<file path="src/rtl/up_param_core.sv">
// Parameterised multi-cycle accumulator microcontroller core.
// FETCH -> EXEC (-> MEM for LD/ADDM) -> FETCH, with a small hardware call stack.
module up_param_core #(
    parameter int DW = 4,
    parameter int AW = 12,
    parameter int SD = 4
) (
    input  logic          clk0,
    input  logic          reset0,
    input  logic          run,
    output logic [AW-1:0] rom_addr,
    input  logic [AW+3:0] rom_data,
    output logic [AW-1:0] ram_addr,
    output logic          ram_we,
    output logic          ram_re,
    output logic [DW-1:0] ram_wdata,
    input  logic [DW-1:0] ram_rdata,
    input  logic [DW-1:0] in_port,
    output logic [DW-1:0] out_port,
    output logic [DW-1:0] acc,
    output logic          c_flag,
    output logic          z_flag,
    output logic [1:0]    state,
    output logic          stk_err
);

    localparam int SPW = $clog2(SD + 1);

    localparam logic [3:0] OP_JC    = 4'h0;
    localparam logic [3:0] OP_JNC   = 4'h1;
    localparam logic [3:0] OP_CMPI  = 4'h2;
    localparam logic [3:0] OP_NANDI = 4'h3;
    localparam logic [3:0] OP_LIT   = 4'h4;
    localparam logic [3:0] OP_IN    = 4'h5;
    localparam logic [3:0] OP_LD    = 4'h6;
    localparam logic [3:0] OP_ST    = 4'h7;
    localparam logic [3:0] OP_JZ    = 4'h8;
    localparam logic [3:0] OP_JNZ   = 4'h9;
    localparam logic [3:0] OP_ADDI  = 4'hA;
    localparam logic [3:0] OP_ADDM  = 4'hB;
    localparam logic [3:0] OP_JMP   = 4'hC;
    localparam logic [3:0] OP_OUT   = 4'hD;
    localparam logic [3:0] OP_CALL  = 4'hE;
    localparam logic [3:0] OP_RET   = 4'hF;

    typedef enum logic [1:0] {
        S_FETCH = 2'b00,
        S_EXEC  = 2'b01,
        S_MEM   = 2'b10
    } state_t;

    state_t          state_reg, state_next;
    logic [AW-1:0]   pc_reg, pc_next;
    logic [AW+3:0]   ir_reg, ir_next;
    logic [DW-1:0]   acc_reg, acc_next;
    logic            c_reg, c_next;
    logic            z_reg, z_next;
    logic [SPW-1:0]  sp_reg, sp_next;
    logic [DW-1:0]   out_reg, out_next;
    logic            err_reg, err_next;
    logic            push;

    logic [3:0]      opcode;
    logic [AW-1:0]   operand;
    logic [DW-1:0]   imm;
    logic [DW:0]     add_imm;
    logic [DW:0]     sub_imm;
    logic [DW:0]     add_mem;
    logic [DW-1:0]   nand_res;
    logic            stk_full;
    logic            stk_empty;

    logic [AW-1:0]   stack_mem [SD];
    logic [SD-1:0]   push_hit;
    logic [SD-1:0]   pop_hit;
    logic [AW-1:0]   pop_data;

    assign opcode  = ir_reg[AW+3:AW];
    assign operand = ir_reg[AW-1:0];

    // Immediate is the low DW bits of the operand, zero-extended if the operand is narrower.
    generate
        if (DW <= AW) begin : g_imm_slice
            assign imm = operand[DW-1:0];
        end else begin : g_imm_ext
            assign imm = {{(DW-AW){1'b0}}, operand};
        end
    endgenerate

    // One extra bit on every operation carries the carry / unsigned borrow.
    assign add_imm  = {1'b0, acc_reg} + {1'b0, imm};
    assign sub_imm  = {1'b0, acc_reg} - {1'b0, imm};
    assign add_mem  = {1'b0, acc_reg} + {1'b0, ram_rdata};
    assign nand_res = ~(acc_reg & imm);

    assign stk_full  = (sp_reg == SPW'(SD));
    assign stk_empty = (sp_reg == '0);

    // Slot gi is written when sp points at it, and read back when sp sits one above it.
    generate
        for (genvar gi = 0; gi < SD; gi++) begin : g_stack_sel
            assign push_hit[gi] = (sp_reg == SPW'(gi));
            assign pop_hit[gi]  = (sp_reg == SPW'(gi + 1));
        end
    endgenerate

    always_comb begin
        pop_data = '0;
        for (int i = 0; i < SD; i++) begin
            if (pop_hit[i]) begin
                pop_data = stack_mem[i];
            end
        end
    end

    always_ff @(posedge clk0) begin
        for (int i = 0; i < SD; i++) begin
            if (push && push_hit[i]) begin
                stack_mem[i] <= pc_reg;
            end
        end
    end

    always_ff @(posedge clk0 or posedge reset0) begin
        if (reset0) begin
            state_reg <= S_FETCH;
            pc_reg    <= '0;
            ir_reg    <= '0;
            acc_reg   <= '0;
            c_reg     <= 1'b0;
            z_reg     <= 1'b0;
            sp_reg    <= '0;
            out_reg   <= '0;
            err_reg   <= 1'b0;
        end else begin
            state_reg <= state_next;
            pc_reg    <= pc_next;
            ir_reg    <= ir_next;
            acc_reg   <= acc_next;
            c_reg     <= c_next;
            z_reg     <= z_next;
            sp_reg    <= sp_next;
            out_reg   <= out_next;
            err_reg   <= err_next;
        end
    end

    always_comb begin
        state_next = state_reg;
        pc_next    = pc_reg;
        ir_next    = ir_reg;
        acc_next   = acc_reg;
        c_next     = c_reg;
        z_next     = z_reg;
        sp_next    = sp_reg;
        out_next   = out_reg;
        err_next   = err_reg;
        push       = 1'b0;

        case (state_reg)
            S_FETCH: begin
                if (run) begin
                    ir_next    = rom_data;
                    pc_next    = pc_reg + AW'(1);
                    state_next = S_EXEC;
                end
            end

            S_EXEC: begin
                state_next = S_FETCH;
                case (opcode)
                    OP_JC:    if (c_reg)  pc_next = operand;
                    OP_JNC:   if (!c_reg) pc_next = operand;
                    OP_CMPI: begin
                        c_next = sub_imm[DW];
                        z_next = (sub_imm[DW-1:0] == '0);
                    end
                    OP_NANDI: begin
                        acc_next = nand_res;
                        c_next   = 1'b0;
                        z_next   = (nand_res == '0);
                    end
                    OP_LIT:   acc_next = imm;
                    OP_IN:    acc_next = in_port;
                    OP_LD:    state_next = S_MEM;
                    OP_ST:    ;
                    OP_JZ:    if (z_reg)  pc_next = operand;
                    OP_JNZ:   if (!z_reg) pc_next = operand;
                    OP_ADDI: begin
                        acc_next = add_imm[DW-1:0];
                        c_next   = add_imm[DW];
                        z_next   = (add_imm[DW-1:0] == '0);
                    end
                    OP_ADDM:  state_next = S_MEM;
                    OP_JMP:   pc_next = operand;
                    OP_OUT:   out_next = acc_reg;
                    OP_CALL: begin
                        if (stk_full) begin
                            err_next = 1'b1;
                        end else begin
                            push    = 1'b1;
                            sp_next = sp_reg + SPW'(1);
                            pc_next = operand;
                        end
                    end
                    OP_RET: begin
                        if (stk_empty) begin
                            err_next = 1'b1;
                        end else begin
                            sp_next = sp_reg - SPW'(1);
                            pc_next = pop_data;
                        end
                    end
                    default: ;
                endcase
            end

            S_MEM: begin
                state_next = S_FETCH;
                if (opcode == OP_ADDM) begin
                    acc_next = add_mem[DW-1:0];
                    c_next   = add_mem[DW];
                    z_next   = (add_mem[DW-1:0] == '0);
                end else begin
                    acc_next = ram_rdata;
                end
            end

            default: state_next = S_FETCH;
        endcase
    end

    // Strobes decode straight from state, so reset drops them immediately.
    assign ram_we    = (state_reg == S_EXEC) && (opcode == OP_ST);
    assign ram_re    = (state_reg == S_EXEC) && ((opcode == OP_LD) || (opcode == OP_ADDM));
    assign rom_addr  = pc_reg;
    assign ram_addr  = operand;
    assign ram_wdata = acc_reg;
    assign out_port  = out_reg;
    assign acc       = acc_reg;
    assign c_flag    = c_reg;
    assign z_flag    = z_reg;
    assign state     = state_reg;
    assign stk_err   = err_reg;

endmodule
</file>
<file path="config.mk">
export PLATFORM = sky130hd
export DESIGN_NAME = up_param_core
export DESIGN_NICKNAME = d
export VERILOG_FILES = /design/src/rtl/up_param_core.sv
export SDC_FILE = /design/constraint.sdc
export NUM_CORES = 1
export LEC_CHECK = 0
export BUFFER_PORTS_ARGS = -buffer_cell sky130_fd_sc_hd__buf_2
export CELL_PAD_IN_SITES_DETAIL_PLACEMENT = 0
export CELL_PAD_IN_SITES_GLOBAL_PLACEMENT = 2
export CORE_UTILIZATION = 41
export DETAILED_ROUTE_END_ITERATION = 7
export PLACE_DENSITY = 0.89
export SYNTH_ARGS = -nofsm -noshare
export SYNTH_HDL_FRONTEND = slang
export SYNTH_SLANG_ARGS = --single-unit
</file>
<file path="constraint.sdc">
create_clock -name clk0 -period 5.1 [get_ports clk0]
set_input_delay 0.255 -clock clk0 [delete_from_list [all_inputs] [get_ports clk0]]
set_output_delay 0.255 -clock clk0 [all_outputs]
set_load 0.01 [all_outputs]
</file>
Word level (Yosys, flattened, before mapping)
Memories as Yosys holds them, arrays and structs flattened. Index checks and enable logic that the tools add are counted.

Flip-flop bits (word level): 44. Output and inout bits: 43. Bits in writable memories: 48. Input port bits: 27. Memories kept: 1. Logic and storage cells: 133.

Bitwise logic cells: 2. Add/sub/neg operators: 6. Reductions and logical operators: 28. Equality and inequality tests: 36. Muxes and demuxes: 51.

Memories: stack_mem (depth 4, bits a word 12, read ports 4, clocked after memory_dff 0, write ports 1, RTL line 73) `logic [AW-1:0] stack_mem [SD];`.

Operator list (count): $mux 12 (14); $pmux 12 s7 (1); $reduce_or 12->1 (3); $eq 4x4->1 const B (8); $pmux 12 s2 (1); $logic_not 4->1 (5); $mux 1 (18); $ne 3x3->1 const B (6); $eq 4x3->1 const B (4); $pmux 4 s4 (1); $add 12x1->12 const B (1); $ne 2x2->1 const B (6); $add 4x4->5 (2); $mux 2 (5); $reduce_and 9->1 (1); $eq 4x2->1 const B (2); $ne 8x1->1 const B (1); $pmux 4 s2 (1); $reduce_and 4->1 (2); $eq 3x2->1 const B (2); $logic_and 1x1->1 (6); $mux 3 (2); $pmux 1 s2 (3); $pmux 1 s3 (2); 22 further kinds (26).

Longest topological paths before layout
Gate-level depths: netlist of the first run.

Depth after elaboration: 11. Gate-level depth with buffers: 9. Mapped depth without buffers: 9.

Least setup slack after synthesis of the first run
Ideal clock, no wire load.

Kind: register -> register. From: reg state_reg[1], in the netlist state[1]. To: mem stack_mem[1][0], enable pin. Stages on the path, launching flop included: 6. Buffers on the path: 0. Data arrival time: 2.020 ns. Setup slack: 2.681 ns. Required time: 4.701 ns. Period minus slack after synthesis: 2.419 ns. Library setup time: 0.399 ns. Cell sequence: dfrtp_1 inv_1 ha_1 and3_1 nand2_1 nor3b_1.

Longest elaborated chain between the ends: 9. Elaborated cells between the ends (all ways): 23. Classes of those cells: eq/ne: 1; mux: 15; reduce/logical: 7.

Ends and longest elaborated chain: start, declared (RTL line 52) `state_t state_reg, state_next;`; start signal, assigned (RTL line 136) `state_reg <= state_next;`; $eq 2x1->1 * (RTL line 160) `case (state_reg)`; $mux 1 * (RTL line 160); $logic_and 1x1->1 (RTL line 118) `if (push && push_hit[i]) begin`; $mux 1 (RTL line 118); $mux 1 (implied by the code) (RTL line 119) `stack_mem[i] <= pc_reg;`; $reduce_or 12->1 (no line); $mux 2 (no line) / $mux 1 (equally long branches) (3 in series); end, declared (RTL line 73).

Mark *: on every way between the ends. The rest lies on a longest branch, timed or not.

Worst setup path after layout of the first run
From: reg state_reg[1], in the netlist state[1]. To: reg pc_reg[1], in the netlist rom_addr[1].

Longest elaborated chain between the ends: 3. Elaborated cells between the ends (all ways): 13. Classes of those cells: eq/ne: 9; mux: 1; reduce/logical: 3.

Ends and longest elaborated chain: $eq 2x1->1 / $logic_not 2->1 (equally long branches) (RTL line 160); $ne 8x1->1 (no line) (tied with other cells); $reduce_and 9->1 (no line); end signal, assigned (RTL line 137) `pc_reg <= pc_next;`; end, declared (RTL line 53) `logic [AW-1:0] pc_reg, pc_next;`.

Several ways; a longest one is shown, not always the timed one. A chain may end at the register's enable or synchronous reset.

==> summary.md, run 1 <==
| Metric | Value |
|---|---|
| Final Slew Violations | 0 |
| Setup CP Type | reg2reg |
| Top FF cell, synth | edfxtp_1 |
| DP Wirelength | 9261 µm |
| # hold bufs at CTS | 0 |
| FF/Latch Area | between 2000 and 3000 µm² |
| Starting Density | 0.4273 |
| DRC | 0 |
| WL/cell | around 19 µm |
| I/O Buffers | just under 70 |
| Nets | 555 |
| Power Dens Cells | about 680 nW/µm² |
| Area of the core | approximately 12,000 µm² |
| Clock Latency Late Sink | 360 ps |
| ANT nets after route | 0 |
| Max-Cap Viols | 0 |
| Synth Area per Inst | ~11 µm² |
| Post-synth ARST share | 0.4783 |
| Skew final | around 9.6 ps |
| Largest net degree at the start of global routing | 45 |
| RSZ-0062 raised after global routing | false |
| Comb pwr share | 0.472 |
| Worst vdd ir | 302.5 µV |
| Int Power | 2224 µW |
| Outcome | completed |
| Io pins | 70 |
| Tmin final | between 3000 and 4000 ps |
| CTS root buf | clkbuf_16 |
| Post-synth cell types | ~70 |
| Req. time, crit path | ~5300 ps |
| Routed via count | just under 4,000 |
| Multi-input combinational cell area | ~2300 µm² |
| Mapped Nets | 516 |
| Overflow after GRT | 0 |
| Worst-margin pin slew | approximately 1000 ps |
| HP Class | in2async |
| Synthesis-to-layout area growth | 12.14% |
| Max reg flops | between 40 and 50 |
| Sw Ratio | 0.4419 |
| Psw | 1761 µW |
| Period utilisation layout | 0.5898 |
| Die height | 114.6 µm |
| Fin. Hold Viols | 0 |
| Post-CTS setup buffer count | 0 |
| Yosys warns | 0 |
| Row cnt | 40 |
| Initial antenna violation count | 0 |
| Total Power | 3984 µW |
| Max transition margin | 0.3079 |
| CTS tree | built |
| Clock share of power | 0.175 |
| Cells after Synth | ~460 |
| Resized cells post-CTS | 0 |
| Final GP Congestion | around 0.84 |
| DRT Pass-1 Iters | 5 |
| First-pass GRT wire length | between 20,000 and 25,000 µm |
| Worst EP arrival | 3240 ps |
| CTS Buffer Depth | 2 |
| Setup TNS | 0 ps |
| # clock sinks | 92 |
| Ant. Diodes | 0 |
| Layout cells sized above 1 | 0.2283 |
| Die span in x | roughly 110 µm |
| Layout fillers | around 1,100 |
| Mapped Area | between 5000 and 6000 µm² |
| Worst Setup End Kind | register |
| CTS Buf Count | 9 |
| Worst Path Max Fanout | 23 |
| Leakage power figure | between 0.002 and 0.0025 µW |
| WL final | approximately 13,000 µm |
| CTS clk-pin slew, worst paths | around 70 ps |
| Initial DRC Count | ~280 |
| Flop pwr share | 0.353 |
| Via density | 5.750 |
| Htree depth | 3 |
| Gr usage total | 0.2091 |
| CP startpoint kind | register |
| Post-synthesis sequential area ratio | 0.4893 |
| Vias in the first global route | about 3,700 |
| #FFs+latches synth | just over 90 |
| Max frequency | around 0.33 GHz |
| Post-synth EDFFs | 48 |
| Final setup violation count | 0 |
| Die ar. | between 10,000 and 15,000 µm² |
## cell usage after synthesis, drive strengths merged, types with 8 or more instances
library cell   n  area share
edfxtp        48        0.28
dfrtp         44        0.21
buf           28       0.036
mux2          25       0.055
nor2          25       0.018
a21oi         23       0.022
ha            23       0.055
inv           23       0.017
nand2         22       0.016
o21ai         18       0.017
clkbuf        14       0.010
nand3b        13       0.019
nor3          11       0.011
nand3         10      0.0096
a221oi         8       0.013
and3           8      0.0096
mux2i          8       0.015
o31ai          8       0.014
## worst paths after layout
check / startpoint / endpoint / depth (start not counted) / slack [ps]
max: state[1] / rom_addr[1] / 6 / 2090
min: reset0 / ir_reg[0] / 2 / 110
max reg2reg: state[1] / rom_addr[1] / 6 / 2090
min reg2reg: out_port[0] / out_port[0] / 1 / 510
max in group asynchronous: reset0 / sp_reg[0] / 2 / 4390
min in group clk0: rom_data[1] / ir_reg[1] / 2 / 130
## area by class of cell
class	instances	share of cell area
repair buffers	70	0.06055
well taps	168	0.03607
multi-input cells	307	0.3994
clock buffers	10	0.03930
flip-flops and latches	92	0.4363
inverters	23	0.01482
clock inverters	6	0.01353
## metrics by stage
step	cells	worst slack (ps)	hold WS [ps]	utilization	area, µm²
after floorplan	464	2681	405.6	-	5196
after global placement	660	2292	488.2	0.4538	5519
after detailed placement	660	2160	490.1	0.4538	5519
after CTS	676	2132	122.6	0.4791	5827
after global routing	676	1817	130.9	0.4791	5827
final	676	2092	113.1	0.4791	5827
## layout by cell type (no fill, tap or decap), drive strengths merged, types with 13 or more instances in the layout
cell type	count
inv	27
a21oi	23
o21ai	18
ha	23
mux2	25
dfrtp	44
edfxtp	48
nand3b	13
buf	70
nor2	25
nand2	22
## cells by family (layout without fill, tap and decap cells)
family                   after synthesis  in the layout  share of synthesized area
flip-flops                            92             92                     0.4893
AO/OA/AOI/OAI                        113            113                     0.1625
multiplexers                          33             33                    0.07031
adder cells (fa/ha/maj)               25             25                    0.06309
AND/OR/NAND/NOR                      126            126                     0.1351
XOR/XNOR                              10             10                    0.01685
buffers and inverters                 65            109                    0.06285
## layer usage
metal  wire, µm  global-route usage  up-vias  share of wire
met5          0                   0        -              0
met4        252             0.07359        0          0.019
met3        706             0.04659       18          0.054
met2       6273              0.3358      134           0.48
met1       5746              0.2785     1917           0.44
li1           -                   -     1818              -
## worst max-delay path, stage by stage (launching register included)
cell and delay [ps]:
dfrtp_1 410, inv_1 90, ha_1 760, inv_1 400, o21ai_1 530, and2_1 340
mux2_1 340
## power by group through the flow
stage	Sequential [µW]	Combinational (µW)	Clock (µW)
floorplan	1260	1520	0
global placement	1410	1850	0
detailed placement	1420	1870	0
CTS	1400	1880	711
global route	1450	2080	740
finish	1410	1880	698
Power figures use the tool's default switching activity.
==> run 2, diff against run 1 <==
CORE_UTILIZATION = 34   (was 41)
PLACE_DENSITY = 0.79   (was 0.89)
clock period = 2.4 ns   (was 5.1 ns; I/O delays follow)
==> summary.md, run 2 (synthesis gave the netlist of run 1 again) <==
| Metric | Value |
|---|---|
| Reg2Reg Capture Point | rom_addr[9] |
| Most used cells in the layout excluding fill and tap cells | 69 x buf_2, 48 x edfxtp_1, 44 x dfrtp_1, 27 x buf_4, 25 x nor2_1 |
| Die span in x | around 130 µm |
| Comb pwr share | 0.497 |
| Synthesis-to-layout area growth | 19.34% |
| Layout cells sized above 1 | 0.2642 |
| Max reg flops | 48 |
| Worst Setup End Kind | register |
| Clock Latency Late Sink | 350 ps |
| Starting Density | 0.3535 |
| Hold Crit Depth | 2 |
| Fin. Hold Viols | 0 |
| Vias in the first global route | 3,947 |
| Post-CTS setup buffer count | 0 |
| Max-Cap Viols | 0 |
| Int Power | just over 5000 µW |
| Worst EP arrival | roughly 2400 ps |
| CP startpoint kind | register |
| Reg2Reg Setup Slack | between 200 and 250 ps |
| Initial antenna violation count | 0 |
| First-pass GRT wire length | 22,450 µm |
| DRT Pass-1 Iters | 7 |
| Hold WS | around 8.6 ps |
| Flop pwr share | 0.319 |
| CTS root buf | clkbuf_16 |
| Cell Chain, Critical Path | inv_1 -> ha_1 -> a21o_1 -> a221oi_1 -> nor4_1 -> a2111oi_2 -> a211oi_1 |
| CP delay by family, top | compound AO/OA/AOI/OAI gates |
| Reg2reg path depth | 7 |
| Final GP Congestion | 0.8299 |
| Setup TNS | 0 ps |
| CTS tree | built |
| ANT nets after route | 0 |
| Gr usage total | 0.1879 |
| Max stage delay on crit path | roughly 430 ps |
| Die height | around 130 µm |
| DP Wirelength | about 10000 µm |
| WL/cell | between 15 and 20 µm |
| Initial DRC Count | between 200 and 250 |
| Post-place instance area | around 5700 µm² |
| Power Dens Cells | 1437 nW/µm² |
| Req. time, crit path | between 2000 and 3000 ps |
| Worst Path Max Fanout | 11 |
| Clock share of power | 0.184 |
| Ant. Diodes | 0 |
| R2R Path Start | sp_reg[0] |
| Nets | between 500 and 600 |
| Max frequency | between 0.4 and 0.5 GHz |
| Slowest cell on crit path | a21o_1 |
| I/O Buffers | ~70 |
| Layout fillers | around 1,400 |
| Outcome | complete, but fails checks |
| Routed via count | around 4,000 |
| Largest net degree at the start of global routing | between 40 and 50 |
| Sw Ratio | 0.4250 |
| Skew final | 5.811 ps |
| Tmin final | 2154 ps |
| WL final | around 14,000 µm |
| RSZ-0062 raised after global routing | false |
| Die ar. | between 15,000 and 20,000 µm² |
| Hold Path Origin | rom_data[10] |
| CTS clk-pin slew, worst paths | 70 ps |
| # clock sinks | 92 |
| Final setup violation count | 0 |
| Leakage power figure | around 0.0025 µW |
| CTS Buf Count | 9 |
| CTS Buffer Depth | 2 |
| Area of the core | between 10,000 and 15,000 µm² |
| Commonest non-fill, non-tap cell in the layout | buf_2 |
| Worst-margin pin slew | roughly 630 ps |
| DRC | 3 |
| HP Class | in2reg |
| Via density | 5.412 |
| Design area | between 6000 and 7000 µm² |
| Violated checks | DRC |
| Psw | ~3800 µW |
| Setup CP Type | reg2reg |
| Overflow after GRT | 0 |
| Htree depth | 3 |
| Crit path buf inv count | 1 |
| Final Slew Violations | 0 |
| Io pins | 70 |
| Post-layout util | 0.4219 |
| Row cnt | 44 |
| Period utilisation layout | 0.8975 |
| Max transition margin | 0.5825 |
| Worst Hold End | ir_reg[10] |
| Worst vdd ir | 579.2 µV |
## run 2: cell count changes in the layout (fill, tap and decap cells not counted), sizes merged
cell	delta
bufinv	+1
dlygate4sd3	+11
clkinvlp	+1
buf	+26
inv	-2
## run 2: worst register-to-register path, stage by stage, from the launching register on
cell	delay, ps
dfrtp_1	400
inv_1	150
ha_1	300
a21o_1	430
a221oi_1	120
nor4_1	370
a2111oi_2	60
a211oi_1	230
## run 2: worst max-delay path by stage
stage | start | to | slack, ps | cells after the start
final | sp_reg[0] | rom_addr[9] | 250 | 7
after global placement | sp_reg[0] | rom_addr[0] | 320 | 7
after detailed placement | sp_reg[0] | rom_addr[9] | 230 | 7
after floorplan | state[0] | rom_addr[7] | 290 | 7
after CTS | sp_reg[0] | rom_addr[9] | 230 | 7
after global routing | sp_reg[0] | rom_addr[0] | 100 | 8
## run 2: what timing repair did
action / 4_1_cts / 5_1_grt
resized for setup: 0 / 0
hold buffers: 11 / 0
hold endpoints to repair: 54 / 0
## run 2: layout make-up
class                   instances  area [µm²]  area share
clock inverters                 6       101.3     0.01634
clock buffers                  10       250.2     0.04036
inverters                      23       86.33     0.01392
repair buffers                107       658.1      0.1061
multi-input cells             307        2332      0.3761
well taps                     184       230.2     0.03713
flip-flops and latches         92        2542      0.4100
## run 2: per-layer routing
| metal | global-route usage | part of all wire |
|---|---|---|
| met1 | 0.2570 | 0.47 |
| met2 | 0.3003 | 0.47 |
| met3 | 0.02889 | 0.042 |
| met4 | 0.07174 | 0.016 |
| met5 | 0 | 0 |
## run 2: through the flow
step | setup slack (ps) | total power [µW] | instances
2_1_floorplan | 288.0 | 5921 | 464
5_1_grt | 96.06 | 9596 | 729
3_5_place_dp | 234.0 | 7304 | 702
6_report | 246.1 | 8913 | 729
4_1_cts | 227.1 | 9000 | 729
3_3_place_gp | 324.2 | 7229 | 702
## run 2: power groups by stage
stage | logic, µW | clock network [µW] | registers (µW)
2_1_floorplan | 3240 | 0 | 2680
3_3_place_gp | 4380 | 0 | 2850
3_5_place_dp | 4410 | 0 | 2890
4_1_cts | 4450 | 1690 | 2860
5_1_grt | 4900 | 1750 | 2940
6_report | 4430 | 1640 | 2840
==> run 3, diff against run 2 <==
CELL_PAD_IN_SITES_DETAIL_PLACEMENT = 1   (was 0)
CELL_PAD_IN_SITES_GLOBAL_PLACEMENT = 1   (was 2)
CORE_UTILIZATION = 42   (was 34)
PLACE_DENSITY = 0.81   (was 0.79)
==> summary.md, run 3 (synthesis gave the netlist of run 1 again) <==
| Metric | Value |
|---|---|
| DP Wirelength | approximately 11,000 µm |
| Max stage delay on crit path | approximately 540 ps |
| Leakage power figure | around 0.0025 µW |
| Comb pwr share | 0.520 |
| Layout fillers | 1,320 |
| ANT nets after route | 0 |
| CP startpoint kind | register |
| Synthesis-to-layout area growth | 17.17% |
| Final setup violation count | 0 |
| FF/Latch Area | around 2500 µm² |
| Req. time, crit path | 2640 ps |
| Layout Cells excl Fill | between 600 and 700 |
| WL/cell | 22.46 µm |
| Final Slew Violations | 0 |
| Max reg flops | 48 |
| RSZ-0062 raised after global routing | false |
| Clock share of power | 0.160 |
| Area of the core | about 12,000 µm² |
| Dpl cells | ~670 |
| Slowest cell on crit path | a221oi_1 |
| Routed via count | ~4,200 |
| Commonest non-fill, non-tap cell in the layout | buf_2 |
| Reg2Reg Setup Slack | about 56 ps |
| Flop pwr share | 0.320 |
| Largest net degree at the start of global routing | between 40 and 50 |
| Fin. Hold Viols | 11 |
| Tmin final | around 2300 ps |
| CP delay by family, top | compound AO/OA/AOI/OAI gates |
| Post-place instance area | 5693 µm² |
| Setup TNS | 0 ps |
| Worst EP arrival | ~2600 ps |
| HP Class | in2async |
| Outcome | complete, but fails checks |
| Max frequency | approximately 0.43 GHz |
| Initial DRC Count | around 380 |
| Overflow after GRT | 0 |
| WL final | around 15,000 µm |
| Crit path buf inv count | 2 |
| Place WS | between 50 and 60 ps |
| # clock sinks | 92 |
| Max transition margin | 0.3435 |
| Worst Setup End Kind | register |
| Ant. Diodes | 0 |
| DRC | 0 |
| DRT Pass-1 Iters | 5 |
| Gr usage total | 0.2523 |
| Row cnt | 40 |
| Int Power | about 4900 µW |
| Die ar. | roughly 13,000 µm² |
| Worst-margin pin slew | approximately 980 ps |
| Cell Chain, Critical Path | inv_1 -> ha_1 -> nor2b_1 -> buf_4 -> a221oi_1 -> o31ai_1 -> a221o_1 |
| Power Dens Cells | 1478 nW/µm² |
| Starting Density | 0.4326 |
| Vias in the first global route | 4,408 |
| CTS Buffer Depth | 2 |
| Hold WS | -4.638 ps |
| Skew final | just over 7 ps |
| Nets | between 500 and 600 |
| Htree depth | 3 |
| Psw | roughly 4100 µW |
| CTS Buf Count | 9 |
| Clock Latency Late Sink | 350 ps |
| Final GP Congestion | ~0.86 |
| Worst Path Max Fanout | 7 |
| CTS root buf | clkbuf_16 |
| Design area | approximately 6100 µm² |
| Period utilisation layout | 0.9767 |
| Layout cells sized above 1 | 0.2712 |
| Violated checks | hold timing |
| I/O Buffers | slightly below 70 |
| Via density | a little over 6 |
| Io pins | 70 |
| Worst vdd ir | between 700 and 800 µV |
| First-pass GRT wire length | 24,280 µm |
| Slack of the critical path | around 56 ps |
| Sw Ratio | 0.4564 |
| Most used cells in the layout excluding fill and tap cells | 69 x buf_2, 48 x edfxtp_1, 44 x dfrtp_1, 27 x buf_4, 25 x nor2_1 |
| Initial antenna violation count | 0 |
| Max-Cap Viols | 0 |
| Die height | about 110 µm |
| CTS clk-pin slew, worst paths | around 70 ps |
| Multi-input combinational cell area | around 2300 µm² |
| Die span in x | around 110 µm |
| Setup CP Type | reg2reg |
| CTS tree | built |
[run 3: cell count changes in the layout (fill, tap and decap cells not counted)]
cell,previous run,this run
bufinv_16,2,0
clkinv_4,0,2
ha_1,23,22
clkbuf_16,10,9
nor4_1,3,1
inv_8,0,3
dlygate4sd3_1,11,8
ha_2,0,1
nor4_2,0,2
inv_6,2,0
[run 3: final timing paths]
| check | start | endpoint | cells past startpoint |
|---|---|---|---|
| setup / recovery | sp_reg[0] | rom_addr[7] | 7 |
| hold / removal | reset0 | ir_reg[8] | 2 |
| setup reg to reg | sp_reg[0] | rom_addr[7] | 7 |
| hold reg to reg | stk_err | stk_err | 1 |
| max in group asynchronous | reset0 | acc[3] | 2 |
| min in group clk0 | rom_data[4] | ir_reg[4] | 2 |
[run 3: through the flow]
stage	power, µW	utilization
floorplan	5921	-
global placement	7150	0.4740
detailed placement	7421	0.4740
CTS	8946	0.5056
global route	9521	0.5069
finish	9001	0.5069
[run 3: metal layers]
layer	global-route usage	wire (µm)	share of wire
met5	0	0	0
met1	0.3274	6673	0.43
met2	0.4139	7553	0.49
met3	0.05838	892	0.058
met4	0.09035	356	0.023
[run 3: worst reg2reg max path, stage by stage, from the launching register on]
cell and delay (ps):
dfrtp_1 400, inv_1 130, ha_1 240, nor2b_1 190
buf_4 180, a221oi_1 540, o31ai_1 170, a221o_1 370
[run 3: final cells by class]
cell class | instances | share of cell area
tap | 147 | 0.03021
sequential | 92 | 0.4176
clock buffer | 9 | 0.03699
multi-input combinational | 307 | 0.3855
clock inverter | 7 | 0.01233
timing repair buffer | 104 | 0.1032
inverter | 23 | 0.01418
[run 3: repair_timing]
item | CTS | global route
endpoints found under the setup margin | 0 | 5
hold buffers | 8 | 0
buffers inserted | 0 | 0
resized for setup | 0 | 3
hold endpoints to repair | 8 | 0
[run 3: power groups by stage]
stage	combinational [µW]	sequential, µW	clock (µW)
2_1_floorplan	3240	2680	0
3_3_place_gp	4330	2820	0
3_5_place_dp	4540	2880	0
4_1_cts	4630	2860	1450
5_1_grt	5070	2940	1510
6_report	4680	2880	1440
